$ cat config.mk
export PLATFORM = sky130hd
export DESIGN_NAME = fnd_display_arbiter
export DESIGN_NICKNAME = d
export VERILOG_FILES = /design/src/rtl/fnd_display_arbiter.sv
export SDC_FILE = /design/constraint.sdc
export NUM_CORES = 1
export LEC_CHECK = 0
export ABC_AREA = 1
export BUFFER_PORTS_ARGS = -buffer_cell sky130_fd_sc_hd__clkbuf_2
export CAP_MARGIN = 20
export CORE_MARGIN = 5
export CORE_UTILIZATION = 45
export CTS_CLUSTER_DIAMETER = 150
export DETAILED_ROUTE_END_ITERATION = 10
export PLACE_DENSITY = 0.8
export SKIP_LAST_GASP = 1
export SYNTH_ARGS = -nofsm -noshare
export SYNTH_HDL_FRONTEND = slang
export SYNTH_SLANG_ARGS = --single-unit
$ cat constraint.sdc
create_clock -name PCLK -period 7.1 [get_ports PCLK]
set_input_delay 2.13 -clock PCLK [delete_from_list [all_inputs] [get_ports PCLK]]
set_output_delay 2.13 -clock PCLK [all_outputs]
set_load 0.02 [all_outputs]
$ cat src/rtl/fnd_display_arbiter.sv
// Round-robin APB master sharing one FND display among N_REQ requesters.
// Optional PREADY watchdog enabled by defining FND_ARB_TIMEOUT_EN.
module fnd_display_arbiter #(
  parameter int N_REQ          = 4,
  parameter int HOLD_CYCLES    = 50_000_000,
  parameter int TIMEOUT_CYCLES = 16
) (
  input  logic                PCLK,
  input  logic                PRESETn,
  input  logic [N_REQ-1:0]    req,
  input  logic [N_REQ*14-1:0] req_num,
  output logic [N_REQ-1:0]    grant,
  output logic                busy,
  output logic                err,
  output logic [2:0]          PADDR,
  output logic                PWRITE,
  output logic                PSEL,
  output logic                PENABLE,
  output logic [31:0]         PWDATA,
  input  logic                PREADY
);

  localparam int PW   = $clog2(N_REQ);
  localparam int CMAX = (HOLD_CYCLES > TIMEOUT_CYCLES) ?
                        HOLD_CYCLES : TIMEOUT_CYCLES;
  localparam int CW   = $clog2(CMAX + 1);

  localparam logic [CW-1:0] HOLD_LAST = CW'(HOLD_CYCLES - 1);
  localparam logic [13:0]   NUM_MAX   = 14'd9999;

  typedef enum logic [2:0] {
    IDLE,
    SET_D,
    ACC_D,
    SET_E,
    ACC_E,
    HOLD,
    SET_OFF,
    ACC_OFF
  } st_t;

  st_t           st;
  logic [PW-1:0] ptr;
  logic [CW-1:0] cnt;
  logic          disp_on;

  logic [13:0]      req_nums [N_REQ];
  logic             win_vld;
  logic [PW-1:0]    win;
  logic [PW-1:0]    idx;
  logic [N_REQ-1:0] win_oh;
  logic [13:0]      win_raw;
  logic [13:0]      win_num;
  logic             in_acc;
  logic             acc_to;

  for (genvar g = 0; g < N_REQ; g++) begin : g_num
    assign req_nums[g] = req_num[14*g +: 14];
  end

  // Search from ptr+1 around the ring; nearest requester wins.
  always_comb begin
    win_vld = 1'b0;
    win     = '0;
    idx     = '0;
    for (int k = N_REQ; k >= 1; k--) begin
      idx = PW'((int'(ptr) + k) % N_REQ);
      if (req[idx]) begin
        win_vld = 1'b1;
        win     = idx;
      end
    end
  end

  assign win_oh  = N_REQ'(1) << win;
  assign win_raw = req_nums[win];
  assign win_num = (win_raw > NUM_MAX) ? NUM_MAX : win_raw;
  assign PWRITE  = PSEL;

  assign in_acc = (st == ACC_D) || (st == ACC_E) ||
                  (st == ACC_OFF);

`ifdef FND_ARB_TIMEOUT_EN
  assign acc_to = !PREADY &&
                  (cnt == CW'(TIMEOUT_CYCLES - 1));
`else
  assign acc_to = 1'b0;
`endif

  always_ff @(posedge PCLK or negedge PRESETn) begin
    if (!PRESETn) begin
      st      <= IDLE;
      ptr     <= PW'(N_REQ - 1);
      cnt     <= '0;
      disp_on <= 1'b0;
      grant   <= '0;
      busy    <= 1'b0;
      err     <= 1'b0;
      PADDR   <= '0;
      PSEL    <= 1'b0;
      PENABLE <= 1'b0;
      PWDATA  <= '0;
    end else begin
      err <= 1'b0;
      if (in_acc && acc_to) begin
        st      <= IDLE;
        busy    <= 1'b0;
        err     <= 1'b1;
        grant   <= '0;
        disp_on <= 1'b0;
        PSEL    <= 1'b0;
        PENABLE <= 1'b0;
        cnt     <= '0;
      end else begin
        unique case (st)
          IDLE: begin
            if (win_vld) begin
              st     <= SET_D;
              busy   <= 1'b1;
              grant  <= win_oh;
              ptr    <= win;
              PSEL   <= 1'b1;
              PADDR  <= 3'h4;
              PWDATA <= {18'd0, win_num};
            end
          end
          SET_D: begin
            st      <= ACC_D;
            PENABLE <= 1'b1;
            cnt     <= '0;
          end
          SET_E: begin
            st      <= ACC_E;
            PENABLE <= 1'b1;
            cnt     <= '0;
          end
          SET_OFF: begin
            st      <= ACC_OFF;
            PENABLE <= 1'b1;
            cnt     <= '0;
          end
          ACC_D: begin
            if (PREADY) begin
              PENABLE <= 1'b0;
              cnt     <= '0;
              if (disp_on) begin
                st   <= HOLD;
                PSEL <= 1'b0;
              end else begin
                st     <= SET_E;
                PADDR  <= 3'h0;
                PWDATA <= 32'h1;
              end
            end else begin
              cnt <= cnt + 1'b1;
            end
          end
          ACC_E: begin
            if (PREADY) begin
              st      <= HOLD;
              disp_on <= 1'b1;
              PSEL    <= 1'b0;
              PENABLE <= 1'b0;
              cnt     <= '0;
            end else begin
              cnt <= cnt + 1'b1;
            end
          end
          HOLD: begin
            if (!req[ptr] || cnt == HOLD_LAST) begin
              cnt <= '0;
              // Re-arbitrate on the exit edge, no idle gap.
              if (win_vld) begin
                st     <= SET_D;
                grant  <= win_oh;
                ptr    <= win;
                PSEL   <= 1'b1;
                PADDR  <= 3'h4;
                PWDATA <= {18'd0, win_num};
              end else begin
                grant <= '0;
                if (disp_on) begin
                  st     <= SET_OFF;
                  PSEL   <= 1'b1;
                  PADDR  <= 3'h0;
                  PWDATA <= 32'h0;
                end else begin
                  st   <= IDLE;
                  busy <= 1'b0;
                end
              end
            end else begin
              cnt <= cnt + 1'b1;
            end
          end
          ACC_OFF: begin
            if (PREADY) begin
              st      <= IDLE;
              busy    <= 1'b0;
              disp_on <= 1'b0;
              PSEL    <= 1'b0;
              PENABLE <= 1'b0;
            end else begin
              cnt <= cnt + 1'b1;
            end
          end
        endcase
      end
    end
  end

endmodule
==> results of run 1 <==
[cells by family after synthesis]
family                   share of synthesized area [%]
AND/OR/NAND/NOR                                   34.6
buffers and inverters                             15.3
AO/OA/AOI/OAI                                     12.9
flip-flops                                        35.9
multiplexers                                     0.564
adder cells (fa/ha/maj)                          0.332
other                                           0.0994
XOR/XNOR                                         0.232
[per-layer routing]
layer,part of all wire (%),vias up
li1,-,1890
met1,41,1710
met2,49,132
met3,7.3,16
met4,2.2,0
met5,0,-
[stage by stage]
step / hold WS (ns) / worst slack [ns] / cell area [µm²]
floorplan: 0.468 / 3.31 / 3850
CTS: 0.503 / 2.59 / 4240
global route: 0.511 / 2.22 / 4240
detailed placement: 0.481 / 2.26 / 4140
finish: 0.497 / 2.58 / 4240
global placement: 0.469 / 2.45 / 4140
[layout by cell type (no fill, tap or decap), drive strengths merged, types with 14 or more instances in the layout]
| cell | Yosys | layout |
|---|---|---|
| clkbuf | 3 | 90 |
| nand2 | 148 | 148 |
| conb | 1 | 21 |
| inv | 81 | 82 |
| nor3 | 14 | 14 |
| a21oi | 18 | 18 |
| dfrtp | 52 | 52 |
| o21ai | 40 | 40 |
| nor2 | 59 | 59 |
| nand3 | 46 | 46 |
[worst max-delay path by stage]
stage | end | slack, ns
5_1_grt | PWDATA[10] | 2.22
6_report | grant[1] | 2.58
4_1_cts | grant[0] | 2.59
3_3_place_gp | PWDATA[10] | 2.45
2_1_floorplan | PWDATA[1] | 3.31
3_5_place_dp | grant[3] | 2.26
[power groups by stage]
stage                     clock, W  combinational [W]  sequential [W]
after floorplan                  0            0.00109        0.000508
after global placement           0            0.00131        0.000473
after detailed placement         0            0.00134        0.000476
after CTS                 0.000192            0.00134        0.000469
after global routing      0.000203            0.00153        0.000478
final                     0.000187            0.00134        0.000470
[area by class of cell]
| cell class | count | area (µm²) |
|---|---|---|
| clock buffers | 5 | 68.8 |
| clock inverters | 3 | 28.8 |
| fillers | 815 | 3940 |
| inverters | 81 | 307 |
| multi-input cells | 398 | 1910 |
| flip-flops and latches | 54 | 1350 |
| well taps | 105 | 131 |
| repair buffers | 86 | 433 |
[state kept, by name (all words and copies together), names as in the netlist]
signal,cells
cnt,26
disp_on,1
PWDATA,14
grant,4
st,3
busy,1
PENABLE,1
PADDR,1
ptr,2
PSEL,1
[worst register-to-register path, stage by stage (launching register included)]
cell and delay, ns:
dfstp_2 0.70, inv_4 0.09, nand2_1 0.09, nand2_1 0.09, nand2_1 0.09, nor3_1 0.05
inv_1 0.10, nor2_1 0.08, nand2_1 0.08, nand4_1 0.41, nor2_1 0.30, nand2_1 0.11
nor2_1 0.73, nand2_1 0.21, o22ai_1 0.17
==> impl_results.md, run 1 <==
- Launching point of the worst reg2reg path: ptr[0]
- Required @ worst endpoint: 7.35 ns
- CTS tree: built
- Fin Clk Skew: 0.0165 ns
- Post-route DRC: 0
- Initial drt markers: 264
- Worst r2r dst: grant[1]
- Num rows: 33
- Total routed wirelength: 9440 µm
- Slew HR: 36.8%
- Worst path top cell family by delay: simple AND/OR/NAND/NOR gates
- Post-CTS Setup Bufs: 0
- IR drop worst, VDD: 0.000386 V
- Min Tclk post-route: 4.52 ns
- Clock Latency Late Sink: 0.32 ns
- Worst min path class: reg2reg
- Yosys cell types: 46
- Seq pwr share: 23.5%
- GRT overflow: 0
- Clk network pwr share: 9.4%
- Commonest cells in the netlist: nand2_1 (134), inv_1 (75), nor2_1 (56)
- Worst Hold Path EP: PENABLE
- Non-filler cells, final: 732
- Top area cells in the synthesized netlist: dfrtp_1 (35%), nand2_1 (13%), inv_1 (7.5%)
- Clock Sinks: 54
- Final HPWL DP: 7540 µm
- Max-cap viol count: 0
- Sw Ratio: 56.2%
- Most common cell in the netlist: nand2_1
- Synth Warn #: 0
- P per Cell Area: 472 nW/µm²
- Global-route wire length before repair: 16,400 µm
- Leading area contributor after synthesis: dfrtp_1
- WS Path Type: in2reg
- Total track usage: 19.3%
- Slowest stage delay, CP: 0.73 ns
- CP Launch Point: req[3]
- Hold Crit Start: PENABLE
- Slew @ Worst Pin: 0.944 ns
- Number of global-route vias before repair: 3,723
- CP max FO: 15
- Area Growth Syn to Fin: 12.3%
- Upper clock frequency limit: 221 MHz
- Sequential fraction of the synthesis area: 35.9%
- Reg2reg setup slack: 3.72 ns
- Via count: 3,748
- CP Capture Type: register
- Initial antenna violation count: 0
- Synth Register Bits: 54
- Hold depth: 2
- Synth top area share: 34.5%
- NumNets Final: 690
- Largest net degree at the start of global routing: 55
- Period utilisation layout: 63.6%
- Combinational share of power: 67.1%
- Worst-path clk slew: 0.11 ns
- Wire per inst: 12.9 µm
- Dpl cells: 724
- Total power: 0.00200 W
- Setup TNS: 0 ns
- M2 GR Usage: 33.2%
- RSZ-0062 raised after global routing: false
- CP max stage cell: nor2_1
- Synth async-reset ratio: 100%
- Cells after synthesis: 548
- Core box area: 8180 µm²
- Number of gates resized after CTS: 0
- Post-Syn Area: 3770 µm²
- Top_reg_cell synth: dfrtp_1
- Crit path buf inv count: 3
- GR peak layer: met2
- Final Util: 51.8%
- Starting density of the core: 46.1%
- Leak: 2.26 nW
- ANT cells: 0
- DR pass1 iterations: 5
- Post-synth EDFFs: 0
- Critical path data arrival time: 4.77 ns
- Max Slew Vio Count: 0
- Int Pwr: 0.000876 W
- Setup violators final: 0
- Met1 Track Usage GR: 24.0%
- Avg Vias per Cell: 5.12
- Mean post-synth cell area: 6.88 µm²
- Ports: 107
- Sw Pwr: 0.00112 W
- Port Buffers: 85
- Critical path depth: 15
- Crit path cell chain: clkbuf_2 -> inv_1 -> nand2_1 -> nand2_1 -> nand2_1 -> nor3_1 -> inv_1 -> nor2_1 -> nand2_1 -> nand4_1 -> nor2_1 -> nand2_1 -> nor2_1 -> nand2_1 -> o22ai_1
- Die height: 102 µm
- H-tree depth: 2
- GR met3 Demand/Resource: 4.13%
- Placer Congestion: 0.959
- Run status: completed
- Post-DRT Antenna Nets: 0
- Crit start category: input port
- DIE AREA: 10,300 µm²
- Post-CTS Hold Buffers: 0
- Ratio of cells with drive above 1 in the final layout: 20.3%
- Hold Vio Cnt, Final: 0
- TritonCTS Buffers: 5
- Chip Width: 102 µm
- Worst path most repeated cell: nand2_1
- Clk buf depth: 2
- CTS root buf: clkbuf_8
- FF-to-FF path depth: 14
No activity file was read; power rests on OpenSTA's default activity.
==> inputs of run 2 (changes only) <==
==> constraint.sdc (replaced) <==
create_clock -name PCLK -period 4.6 [get_ports PCLK]
set_input_delay 1.38 -clock PCLK [delete_from_list [all_inputs] [get_ports PCLK]]
set_output_delay 1.38 -clock PCLK [all_outputs]
set_load 0.02 [all_outputs]
==> run 2 against run 1 <==
Against the previous run: worst hold slack lost 0.0026 ns; flip-flop and latch count stayed put; die area stayed put; count of clock-buffer cells in the layout up 1; first-iteration DRC count shrank 3.8%; power up 57%; combinational power is 57% higher; global-route usage down 0.56 points; sequential share of layout area down 0.15 points; register-to-register slack got worse by 2.5 ns; cell area grew 0.47%; critical path type unchanged.
==> impl_results.md, run 2 (synthesis gave the netlist of run 1 again) <==
- Ratio of cells with drive above 1 in the final layout: 20.2% (was 20.3%)
- Avg Vias per Cell: 5.06 (was 5.12)
- P per Cell Area: 739 nW/µm² (was 472 nW/µm²)
- CP Launch Point: req[3] (unchanged)
- Worst-path clk slew: 0.10 ns (was 0.11 ns)
- Leak: 2.27 nW (was 2.26 nW)
- Critical path data arrival time: 4.00 ns (was 4.77 ns)
- Upper clock frequency limit: 265 MHz
- Global-route wire length before repair: 16,000 µm (was 16,400 µm)
- Area Growth Syn to Fin: 12.9% (was 12.3%)
- Hold Crit Start: PENABLE (unchanged)
- Post-CTS Hold Buffers: 0 (unchanged)
- Run status: completed (unchanged)
- Ports: 107 (unchanged)
- IR drop worst, VDD: 0.000608 V (was 0.000386 V)
- Required @ worst endpoint: 4.83 ns (was 7.35 ns)
- DR pass1 iterations: 5 (unchanged)
- Launching point of the worst reg2reg path: ptr[0] (unchanged)
- Crit start category: input port (unchanged)
- Reg with most FFs: cnt (unchanged)
- Largest net degree at the start of global routing: 55 (unchanged)
- Chip Width: 102 µm (unchanged)
- FILL cells: 812 (was 815)
- Number of gates resized after CTS: 0 (unchanged)
- Port Buffers: 85 (unchanged)
- Placer Congestion: 0.963 (was 0.959)
- Core box area: 8180 µm² (unchanged)
- Max reg flops: 26 (unchanged)
- Min Tclk post-route: 3.77 ns
- NumNets Final: 691 (was 690)
- Worst min path class: reg2reg (unchanged)
- Clk buf depth: 2 (unchanged)
- CP Capture Type: register (unchanged)
- Post-CTS Setup Bufs: 0 (unchanged)
- Largest registers: cnt x26, PWDATA x14, grant x4 (unchanged)
- Dpl cells: 725 (was 724)
- Die height: 102 µm (unchanged)
- CTS root buf: clkbuf_8 (unchanged)
- Num rows: 33 (unchanged)
- GRT overflow: 0 (unchanged)
- ANT cells: 0 (unchanged)
- Setup TNS: 0 ns (unchanged)
- CP max FO: 15 (unchanged)
- Non-filler cells, final: 733 (was 732)
- CTS tree: built (unchanged)
- RSZ-0062 raised after global routing: false (unchanged)
- Setup violators final: 0 (unchanged)
- Initial drt markers: 254 (was 264)
- Total track usage: 18.7% (was 19.3%)
- Hold Vio Cnt, Final: 0 (unchanged)
- Final HPWL DP: 7540 µm (about the same)
- Post-DRT Antenna Nets: 0 (unchanged)
- Number of global-route vias before repair: 3,661 (was 3,723)
- Multi-input gate area: 1910 µm² (unchanged)
- Max-cap viol count: 0 (unchanged)
- Wire per inst: 12.9 µm (about the same)
- WS Path Type: in2reg (unchanged)
- Clock Sinks: 54 (unchanged)
- DIE AREA: 10,300 µm² (unchanged)
- TritonCTS Buffers: 5 (unchanged)
- Initial antenna violation count: 0 (unchanged)
- Period utilisation layout: 82.0%
- Total routed wirelength: 9440 µm (about the same)
- Slew @ Worst Pin: 0.945 ns (was 0.944 ns)
- Max Slew Vio Count: 0 (unchanged)
- Starting density of the core: 46.1% (unchanged)
- Fin Clk Skew: 0.00769 ns (was 0.0165 ns)
- Via count: 3,709 (was 3,748)
- H-tree depth: 2 (unchanged)
- Commonest non-fill, non-tap cell in the layout: nand2_1 (unchanged)
- Post-route DRC: 0 (unchanged)
- Most frequent cells in the layout: nand2_1 (134), clkbuf_2 (85), inv_1 (75), nor2_1 (56), dfrtp_1 (52) (unchanged)
- Slew HR: 36.8% (about the same)
- Clock Latency Late Sink: 0.31 ns (was 0.32 ns)
- Sequential cell area: 1350 µm² (unchanged)
==> run 2: cell type report <==
class / count / share of cell area, %
multi-input cells: 398 / 45.0
flip-flops and latches: 54 / 31.8
repair buffers: 87 / 10.3
inverters: 81 / 7.20
well taps: 105 / 3.09
clock buffers: 6 / 1.70
clock inverters: 2 / 0.882
==> run 2: path summary, 6_finish.rpt <==
kind                       cells after the start  endpoint  slack [ns]
max                                           15  grant[1]        0.83
max in group asynchronous                      2   cnt[12]        2.96
min in group asynchronous                      2    cnt[6]        1.20
max reg2reg                                   14  grant[1]        1.22
min                                            2   PENABLE        0.49
min reg2reg                                    2   PENABLE        0.49
==> run 2: power breakdown <==
group / switching, W / internal, W / leakage [nW]
Combinational: 0.00146 / 0.000638 / 1.52
Sequential: 0.000112 / 0.000611 / 0.697
Clock: 0.000158 / 0.000163 / 0.0514
Total: 0.00173 / 0.00141 / 2.27
==> run 2: critical path, stage by stage <==
cell and delay, ns:
clkbuf_2 0.07, inv_1 0.05, nand2_1 0.07, nand2_1 0.09, nand2_1 0.10, nor3_1 0.05
inv_1 0.10, nor2_1 0.09, nand2_1 0.09, nand4_1 0.40, nor2_1 0.28, nand2_1 0.11
nor2_1 0.73, nand2_1 0.21, o22ai_1 0.17
==> run 2: metal layers <==
layer | routed length, µm | part of all wire, % | GRT usage [%] | vias to the layer above
li1 | - | - | - | 1890
met2 | 4640 | 49 | 32.6 | 141
met5 | 0 | 0 | 0 | -
met3 | 645 | 6.8 | 3.65 | 10
met4 | 131 | 1.4 | 4.91 | 0
met1 | 4030 | 43 | 23.7 | 1668
==> run 2: metrics by stage <==
| stage | hold slack (ns) | setup slack [ns] | util (%) | cell area, µm² | power, W |
|---|---|---|---|---|---|
| 6_report | 0.495 | 0.827 | 52.1 | 4260 | 0.00314 |
| 5_1_grt | 0.527 | 0.503 | 52.1 | 4260 | 0.00346 |
| 4_1_cts | 0.503 | 0.885 | 52.1 | 4260 | 0.00315 |
| 3_5_place_dp | 0.481 | 0.593 | 50.7 | 4150 | 0.00283 |
| 3_3_place_gp | 0.470 | 0.712 | 50.7 | 4150 | 0.00277 |
| 2_1_floorplan | 0.468 | 1.56 | - | 3850 | 0.00247 |
